--- src/rtl/poly_unload_pkg.sv ---
// Shared constants and FSM encoding for the polynomial unload block.
package poly_unload_pkg;

  localparam int KYBER_Q    = 3329;
  localparam int DATWID_DEF = 12;
  localparam int ADDWID_DEF = 7;

  typedef enum logic [1:0] {
    ST_IDLE  = 2'd0,
    ST_READ  = 2'd1,
    ST_DRAIN = 2'd2,
    ST_DONE  = 2'd3
  } state_t;

endpackage

--- src/rtl/poly_unload_if.sv ---
// Control, NTT RAM read port and output stream of poly_unload; master = unload block side.
interface poly_unload_if
  import poly_unload_pkg::*;
#(
  parameter int DATWID = DATWID_DEF,
  parameter int ADDWID = ADDWID_DEF
);

  logic              start;
  logic              busy;
  logic              done;
  logic [ADDWID-1:0] ram_ra;
  logic              ram_re;
  logic [DATWID-1:0] ram_rdo;
  logic [DATWID-1:0] m_data;
  logic              m_valid;
  logic              m_ready;
  logic              m_last;

  modport master (
    input  start, ram_rdo, m_ready,
    output busy, done, ram_ra, ram_re, m_data, m_valid, m_last
  );

  modport slave (
    output start, ram_rdo, m_ready,
    input  busy, done, ram_ra, ram_re, m_data, m_valid, m_last
  );

endinterface

--- src/rtl/poly_unload_fifo2.sv ---
// Two-entry FIFO holding coefficient + last flag; push and pop in the same cycle are legal even when full.
module poly_unload_fifo2
  import poly_unload_pkg::*;
#(
  parameter int WID = DATWID_DEF
) (
  input  logic           clk,
  input  logic           rst,
  input  logic           push,
  input  logic [WID-1:0] push_data,
  input  logic           push_last,
  input  logic           pop,
  output logic           valid,
  output logic [WID-1:0] head_data,
  output logic           head_last,
  output logic [1:0]     count
);

  logic [WID-1:0] mem_data [2];
  logic [1:0]     mem_last;
  logic           wr_ptr;
  logic           rd_ptr;
  logic [1:0]     cnt_q;

  always_ff @(posedge clk) begin
    if (rst) begin
      wr_ptr <= 1'b0;
      rd_ptr <= 1'b0;
      cnt_q  <= 2'd0;
    end else begin
      if (push) wr_ptr <= ~wr_ptr;
      if (pop)  rd_ptr <= ~rd_ptr;
      cnt_q <= cnt_q + {1'b0, push} - {1'b0, pop};
    end
  end

  // When full, wr_ptr == rd_ptr: a simultaneous push overwrites the entry being popped this edge.
  always_ff @(posedge clk) begin
    if (push) begin
      mem_data[wr_ptr] <= push_data;
      mem_last[wr_ptr] <= push_last;
    end
  end

  assign valid     = (cnt_q != 2'd0);
  assign head_data = mem_data[rd_ptr];
  assign head_last = mem_last[rd_ptr];
  assign count     = cnt_q;

endmodule

--- src/rtl/poly_unload.sv ---
// Streams one polynomial (2**ADDWID words) from the NTT RAM to a ready/valid sink via a 2-deep FIFO.
// Optional POLY_UNLOAD_REDUCE_EN: conditional subtraction of KYBER_Q before the FIFO.
module poly_unload
  import poly_unload_pkg::*;
#(
  parameter int DATWID = DATWID_DEF,
  parameter int ADDWID = ADDWID_DEF
) (
  input  logic          clk,
  input  logic          rst,
  poly_unload_if.master bus
);

  localparam logic [ADDWID-1:0] LAST_ADDR = '1;
`ifdef POLY_UNLOAD_REDUCE_EN
  localparam logic [DATWID-1:0] Q_W = DATWID'(KYBER_Q);
`endif

  function automatic logic [DATWID-1:0] reduce_q(input logic [DATWID-1:0] v);
`ifdef POLY_UNLOAD_REDUCE_EN
    return (v >= Q_W) ? (v - Q_W) : v;
`else
    return v;
`endif
  endfunction

  state_t            state, state_nxt;
  logic [ADDWID-1:0] rd_addr;
  logic [ADDWID-1:0] ra_hold;
  logic              rd_vld_p1;
  logic              rd_last_p1;
  logic              issue;
  logic              pop;
  logic [2:0]        occ_sum;
  logic [2:0]        credit_lim;
  logic [1:0]        fifo_cnt;
  logic              fifo_valid;
  logic [DATWID-1:0] head_data;
  logic              head_last;

  // A word leaving the FIFO this cycle frees a slot, which keeps the stream gap-free at full rate.
  assign pop        = fifo_valid & bus.m_ready;
  assign occ_sum    = {1'b0, fifo_cnt} + {2'b00, rd_vld_p1};
  assign credit_lim = 3'd2 + {2'b00, pop};
  assign issue      = (state == ST_READ) && (occ_sum < credit_lim);

  always_ff @(posedge clk) begin
    if (rst) state <= ST_IDLE;
    else     state <= state_nxt;
  end

  always_comb begin
    state_nxt = state;
    case (state)
      ST_IDLE:  if (bus.start) state_nxt = ST_READ;
      ST_READ:  if (issue && (rd_addr == LAST_ADDR)) state_nxt = ST_DRAIN;
      ST_DRAIN: if (pop && head_last) state_nxt = ST_DONE;
      ST_DONE:  state_nxt = ST_IDLE;
      default:  state_nxt = ST_IDLE;
    endcase
  end

  always_comb begin
    bus.busy   = 1'b0;
    bus.done   = 1'b0;
    bus.ram_re = issue;
    bus.ram_ra = issue ? rd_addr : ra_hold;
    case (state)
      ST_READ, ST_DRAIN: bus.busy = 1'b1;
      ST_DONE:           bus.done = 1'b1;
      default: ;
    endcase
  end

  // Stage p0 -> p1: read issued, RAM data returns one cycle later.
  always_ff @(posedge clk) begin
    if (rst) begin
      rd_addr    <= '0;
      ra_hold    <= '0;
      rd_vld_p1  <= 1'b0;
      rd_last_p1 <= 1'b0;
    end else begin
      rd_vld_p1  <= issue;
      rd_last_p1 <= issue && (rd_addr == LAST_ADDR);
      if ((state == ST_IDLE) && bus.start) begin
        rd_addr <= '0;
      end else if (issue) begin
        ra_hold <= rd_addr;
        if (rd_addr != LAST_ADDR) rd_addr <= rd_addr + 1'b1;
      end
    end
  end

  // Stage p1 -> FIFO: returned word (optionally reduced) captured alongside its last flag.
  poly_unload_fifo2 #(
    .WID (DATWID)
  ) u_fifo (
    .clk       (clk),
    .rst       (rst),
    .push      (rd_vld_p1),
    .push_data (reduce_q(bus.ram_rdo)),
    .push_last (rd_last_p1),
    .pop       (pop),
    .valid     (fifo_valid),
    .head_data (head_data),
    .head_last (head_last),
    .count     (fifo_cnt)
  );

  assign bus.m_valid = fifo_valid;
  assign bus.m_data  = fifo_valid ? head_data : '0;
  assign bus.m_last  = fifo_valid & head_last;

endmodule

--- src/flat_wrapper.sv ---
// flat-port wrapper written by rule: the top's interface ports become plain ports
module poly_unload_flat import poly_unload_pkg::*;
#(
  parameter int DATWID = DATWID_DEF,
  parameter int ADDWID = ADDWID_DEF
)
  (clk, rst, bus_start, bus_ram_rdo, bus_m_ready, bus_busy, bus_done, bus_ram_ra, bus_ram_re, bus_m_data, bus_m_valid, bus_m_last);
  poly_unload_if #(.DATWID(DATWID), .ADDWID(ADDWID)) bus_i ();
  input  logic clk;
  input  logic rst;
  input wire logic [$bits(bus_i.start)-1:0] bus_start;
  input wire logic [$bits(bus_i.ram_rdo)-1:0] bus_ram_rdo;
  input wire logic [$bits(bus_i.m_ready)-1:0] bus_m_ready;
  output wire logic [$bits(bus_i.busy)-1:0] bus_busy;
  output wire logic [$bits(bus_i.done)-1:0] bus_done;
  output wire logic [$bits(bus_i.ram_ra)-1:0] bus_ram_ra;
  output wire logic [$bits(bus_i.ram_re)-1:0] bus_ram_re;
  output wire logic [$bits(bus_i.m_data)-1:0] bus_m_data;
  output wire logic [$bits(bus_i.m_valid)-1:0] bus_m_valid;
  output wire logic [$bits(bus_i.m_last)-1:0] bus_m_last;
  assign bus_i.start = bus_start;
  assign bus_i.ram_rdo = bus_ram_rdo;
  assign bus_i.m_ready = bus_m_ready;
  assign bus_busy = bus_i.busy;
  assign bus_done = bus_i.done;
  assign bus_ram_ra = bus_i.ram_ra;
  assign bus_ram_re = bus_i.ram_re;
  assign bus_m_data = bus_i.m_data;
  assign bus_m_valid = bus_i.m_valid;
  assign bus_m_last = bus_i.m_last;
  poly_unload #(.DATWID(DATWID), .ADDWID(ADDWID)) u_core (.clk(clk), .rst(rst), .bus(bus_i));
endmodule
--- config.mk ---
export PLATFORM = sky130hd
export DESIGN_NAME = poly_unload_flat
export DESIGN_NICKNAME = d
export VERILOG_FILES = /design/src/rtl/poly_unload_pkg.sv /design/src/rtl/poly_unload_if.sv /design/src/rtl/poly_unload_fifo2.sv /design/src/rtl/poly_unload.sv /design/src/flat_wrapper.sv
export SDC_FILE = /design/constraint.sdc
export NUM_CORES = 1
export LEC_CHECK = 0
export BUFFER_PORTS_ARGS = -buffer_cell sky130_fd_sc_hd__buf_4
export CAP_MARGIN = 10
export CORE_MARGIN = 3
export CORE_UTILIZATION = 59
export CTS_CLUSTER_DIAMETER = 80
export DETAILED_ROUTE_END_ITERATION = 10
export PLACE_DENSITY = 0.87
export REMOVE_ABC_BUFFERS = 1
export SKIP_CTS_REPAIR_TIMING = 1
export SYNTH_ARGS = -nofsm -noshare
export SYNTH_HDL_FRONTEND = slang
export SYNTH_SLANG_ARGS = --single-unit
--- constraint.sdc ---
create_clock -name clk -period 3.7 [get_ports clk]
set_clock_uncertainty 0.15 [all_clocks]
set_input_delay 0.555 -clock clk [delete_from_list [all_inputs] [get_ports clk]]
set_output_delay 0.555 -clock clk [all_outputs]
set_load 0.02 [all_outputs]
==> results by group <==
Status
  • Status: finished, final reports clean

Synth
  • Synth cell types: 37
  • Ys async rst share: 0%
  • Mapped Area: 2160 µm²
  • Seq/Total Area, Yosys: 57.5%
  • Area contributors post-synth: edfxtp_1 (36%), dfxtp_1 (21%), mux2i_1 (9.7%)
  • Post-synth top cells: nor2_1 (34), edfxtp_1 (26), dfxtp_1 (23)
  • Syn Inst Count: 174
  • Number of synthesized flops with an enable pin: 26
  • Yosys warns: 0
  • Post-synth top flop: edfxtp_1
  • Synth Area per Inst: 12.4 µm²
  • Most common cell in the synthesized netlist: nor2_1
  • Share of the synthesized area in the top cell type: 36.2%
  • Yosys reg bits: 49
  • Cell type with the highest aggregate area in the netlist: edfxtp_1

Route
  • 1st-iter DRT viols: 26
  • Total routed wirelength: 3.83 mm
  • Via count: 1384
  • TritonRoute pass-1 iters: 4
  • Final antenna-violating net count: 0
  • Drt wl/cell: 14.6 µm
  • DRC: 0
  • Vias per inst: 5.28

Worst setup path
  • Most Frequent Cell on Critical Path: ha_1
  • Critical Path AT: 2.57 ns
  • Reg2reg start: u_core.u_fifo.count[0]
  • FF-to-FF path depth: 6
  • Sequence of cells on the critical path: ha_1 -> ha_1 -> nor2b_1 -> nand2_2 -> inv_1 -> mux2_2 -> buf_4
  • CP startpoint kind: flop
  • WP buf/inv: 2
  • Critical path fanouts, max: 7
  • CP endpoint kind: primary output
  • RR Endpoint: u_core.rd_addr[5]
  • CP max stage cell: nor2b_1
  • Flop-to-flop setup slack: 1.52 ns
  • Top Family by Delay on Critical Path: simple AND/OR/NAND/NOR gates
  • Setup CP Type: flop to primary output
  • Critical Path Max Stage Delay: 0.42 ns
  • Req. time, crit path: 2.99 ns

Floorplan
  • Row cnt: 21
  • Core area: 3420 µm²
  • Starting Density: 63.2%
  • Die Wd: 66.5 µm
  • # IOs: 40
  • Die H: 66.5 µm
  • Die Footprint: 4420 µm²

Finish
  • Ratio of cells with drive above 1 in the final layout: 29.2%
  • Area delta synth->final: 18.9%
  • Ant. Diodes: 0
  • Layout Nets: 241
  • Final Instance Area: 2560 µm²
  • Fill count: 254

Global routing
  • Initial antenna violation count: 0
  • Total GRT Usage: 19.6%
  • Vias in the first global route: 1439
  • Largest net degree at the start of global routing: 19
  • Global-route wire length before repair: 6.36 mm
  • Met3 Use GR: 5.56%
  • Most Used Layer, Global Route: met2
  • Gr ovfl total: 0
  • Met1 Usage GRT: 21.0%
  • Global Route met2 Usage: 36.2%

Placed design
  • Post-DP Area: 2490 µm²
  • Port bufs: 39
  • GPL Wtd Cong: 0.797
  • Hpwl dp: 2.88 mm

Pwr
  • Comb pwr share: 36.7%
  • Worst vdd ir: 380 µV
  • Leakage power: 0.00108 µW
  • Power density over cell area: 628 nW/µm²
  • Register share of total power: 44.5%
  • P_int: 1040 µW
  • NetSw: 566 µW
  • Switching portion of total power: 35.2%
  • Clock power share: 18.8%

STA
  • Slew Viols, Final: 0
  • Slew Limit Headroom: 32.7%
  • Measured slew at the worst slew-check pin: 1.01 ns
  • RSZ-0062 raised after global routing: no
  • Period utilization: 88.5%
  • Max Clk Rate: 0.305 GHz
  • Setup TNS: 0 ns
  • Hold_ws: 0.218 ns
  • Count of final setup violators: 0
  • Final Hold Viols: 0
  • Final min period: 3.27 ns

Worst hold path
  • Hold depth: 1
  • Hold EP: u_core.u_fifo.mem_data[1][1]
  • Worst min path class: input pin to flop
  • Worst hold start: bus_ram_rdo[1]

Flow run
  • Maxcap violations: 0

Clock network
  • CTS tree: built
  • Clock H-tree levels: 2
  • Total CTS buffers: 5
  • Worst skew pair latency: 0.36 ns
  • CTS sink cnt: 49
  • Clock root cell: clkbuf_4
  • Max Buffers Root-to-Sink: 2
  • Clock transition at path regs: 0.13 ns
-- worst register-to-register path, delay by kind of cell (launching register included) --
family | cells | cell delay, ns
compound gates | 1 | 0.14
fa+ha+maj | 2 | 0.46
simple gates | 3 | 0.99
flops | 1 | 0.38
-- how the worst max path moves through the flow --
stage	from	end	slack, ns	cells after the start
after global routing	u_core.u_fifo.count[0]	bus_ram_ra[2]	0.21	7
after floorplan	u_core.u_fifo.count[0]	bus_ram_ra[0]	1.06	6
after CTS	u_core.u_fifo.count[0]	bus_ram_ra[1]	0.41	7
after detailed placement	u_core.u_fifo.count[0]	bus_ram_ra[1]	0.88	7
after global placement	u_core.u_fifo.count[0]	bus_ram_ra[1]	0.97	7
final	u_core.u_fifo.count[0]	bus_ram_ra[1]	0.43	7
-- kinds of logic (layout without fill, tap and decap cells) --
logic type | Yosys count | count (layout) | synth area share (%)
and+or+nand+nor | 54 | 54 | 12.7
DFF | 49 | 49 | 57.5
muxes | 28 | 28 | 13.4
buffers and inverters | 13 | 55 | 2.38
AOI/OAI and AO/OA | 12 | 12 | 4.93
adders and majority gates | 10 | 10 | 5.80
xor gates and xnor gates | 8 | 8 | 3.25
-- power by group through the flow --
stage | combinational [µW] | clock (µW) | sequential, µW
global placement | 566 | 0 | 721
finish | 591 | 302 | 717
detailed placement | 594 | 0 | 730
global route | 649 | 332 | 726
CTS | 598 | 308 | 718
floorplan | 417 | 0 | 711
-- per-stage QoR --
| stage | std cells | utilization (%) | setup WS [ns] | total power [µW] |
|---|---|---|---|---|
| final | 262 | 75.1 | 0.426 | 1610 |
| after global routing | 262 | 75.1 | 0.209 | 1710 |
| after CTS | 262 | 75.1 | 0.415 | 1620 |
| after detailed placement | 254 | 72.8 | 0.883 | 1320 |
| after global placement | 254 | 72.8 | 0.973 | 1290 |
| after floorplan | 169 | - | 1.06 | 1130 |
-- routing by layer --
| metal | share of wire (%) | up-vias | wire (µm) |
|---|---|---|---|
| met1 | 38 | 654 | 1470 |
| met2 | 54 | 34 | 2080 |
| li1 | - | 689 | - |
| met5 | 0 | - | 0 |
| met4 | 2.0 | 0 | 77 |
| met3 | 5.3 | 7 | 202 |
-- cell usage in the layout (no fill, tap or decap), types with 2 or more instances in the layout --
cell type  count
inv_1          8
nand2b_1       2
nor2b_1        2
nand2_1        2
nand4_1        2
xor2_1         6
a31oi_1        2
edfxtp_1      26
nor2_1        34
clkbuf_4       5
mux2i_1       21
xnor2_1        2
ha_1          10
dfxtp_1       23
and3_2         2
buf_4         39
o21ai_0        2
mux2_2         7
-- state kept, by name (all words and copies together), names as in the netlist, named ones only --
| signal | flops |
|---|---|
| u_core.rd_addr | 7 |
| u_core.u_fifo.mem_last | 2 |
| u_core.state | 2 |
| u_core.u_fifo.wr_ptr | 1 |
| u_core.rd_last_p1 | 1 |
| u_core.u_fifo.count | 2 |
| u_core.rd_vld_p1 | 1 |
| u_core.ra_hold | 7 |
| u_core.u_fifo.mem_data | 24 |
| u_core.u_fifo.rd_ptr | 1 |
-- layout make-up --
| class | count | area, µm² | share of cell area (%) |
|---|---|---|---|
| multi-input combinational | 112 | 865 | 33.7 |
| inverter | 8 | 30.0 | 1.17 |
| tap | 46 | 57.6 | 2.24 |
| timing repair buffer | 39 | 293 | 11.4 |
| sequential | 49 | 1240 | 48.4 |
| clock inverter | 3 | 41.3 | 1.61 |
| clock buffer | 5 | 37.5 | 1.46 |
(Power assumes the default switching activity.)
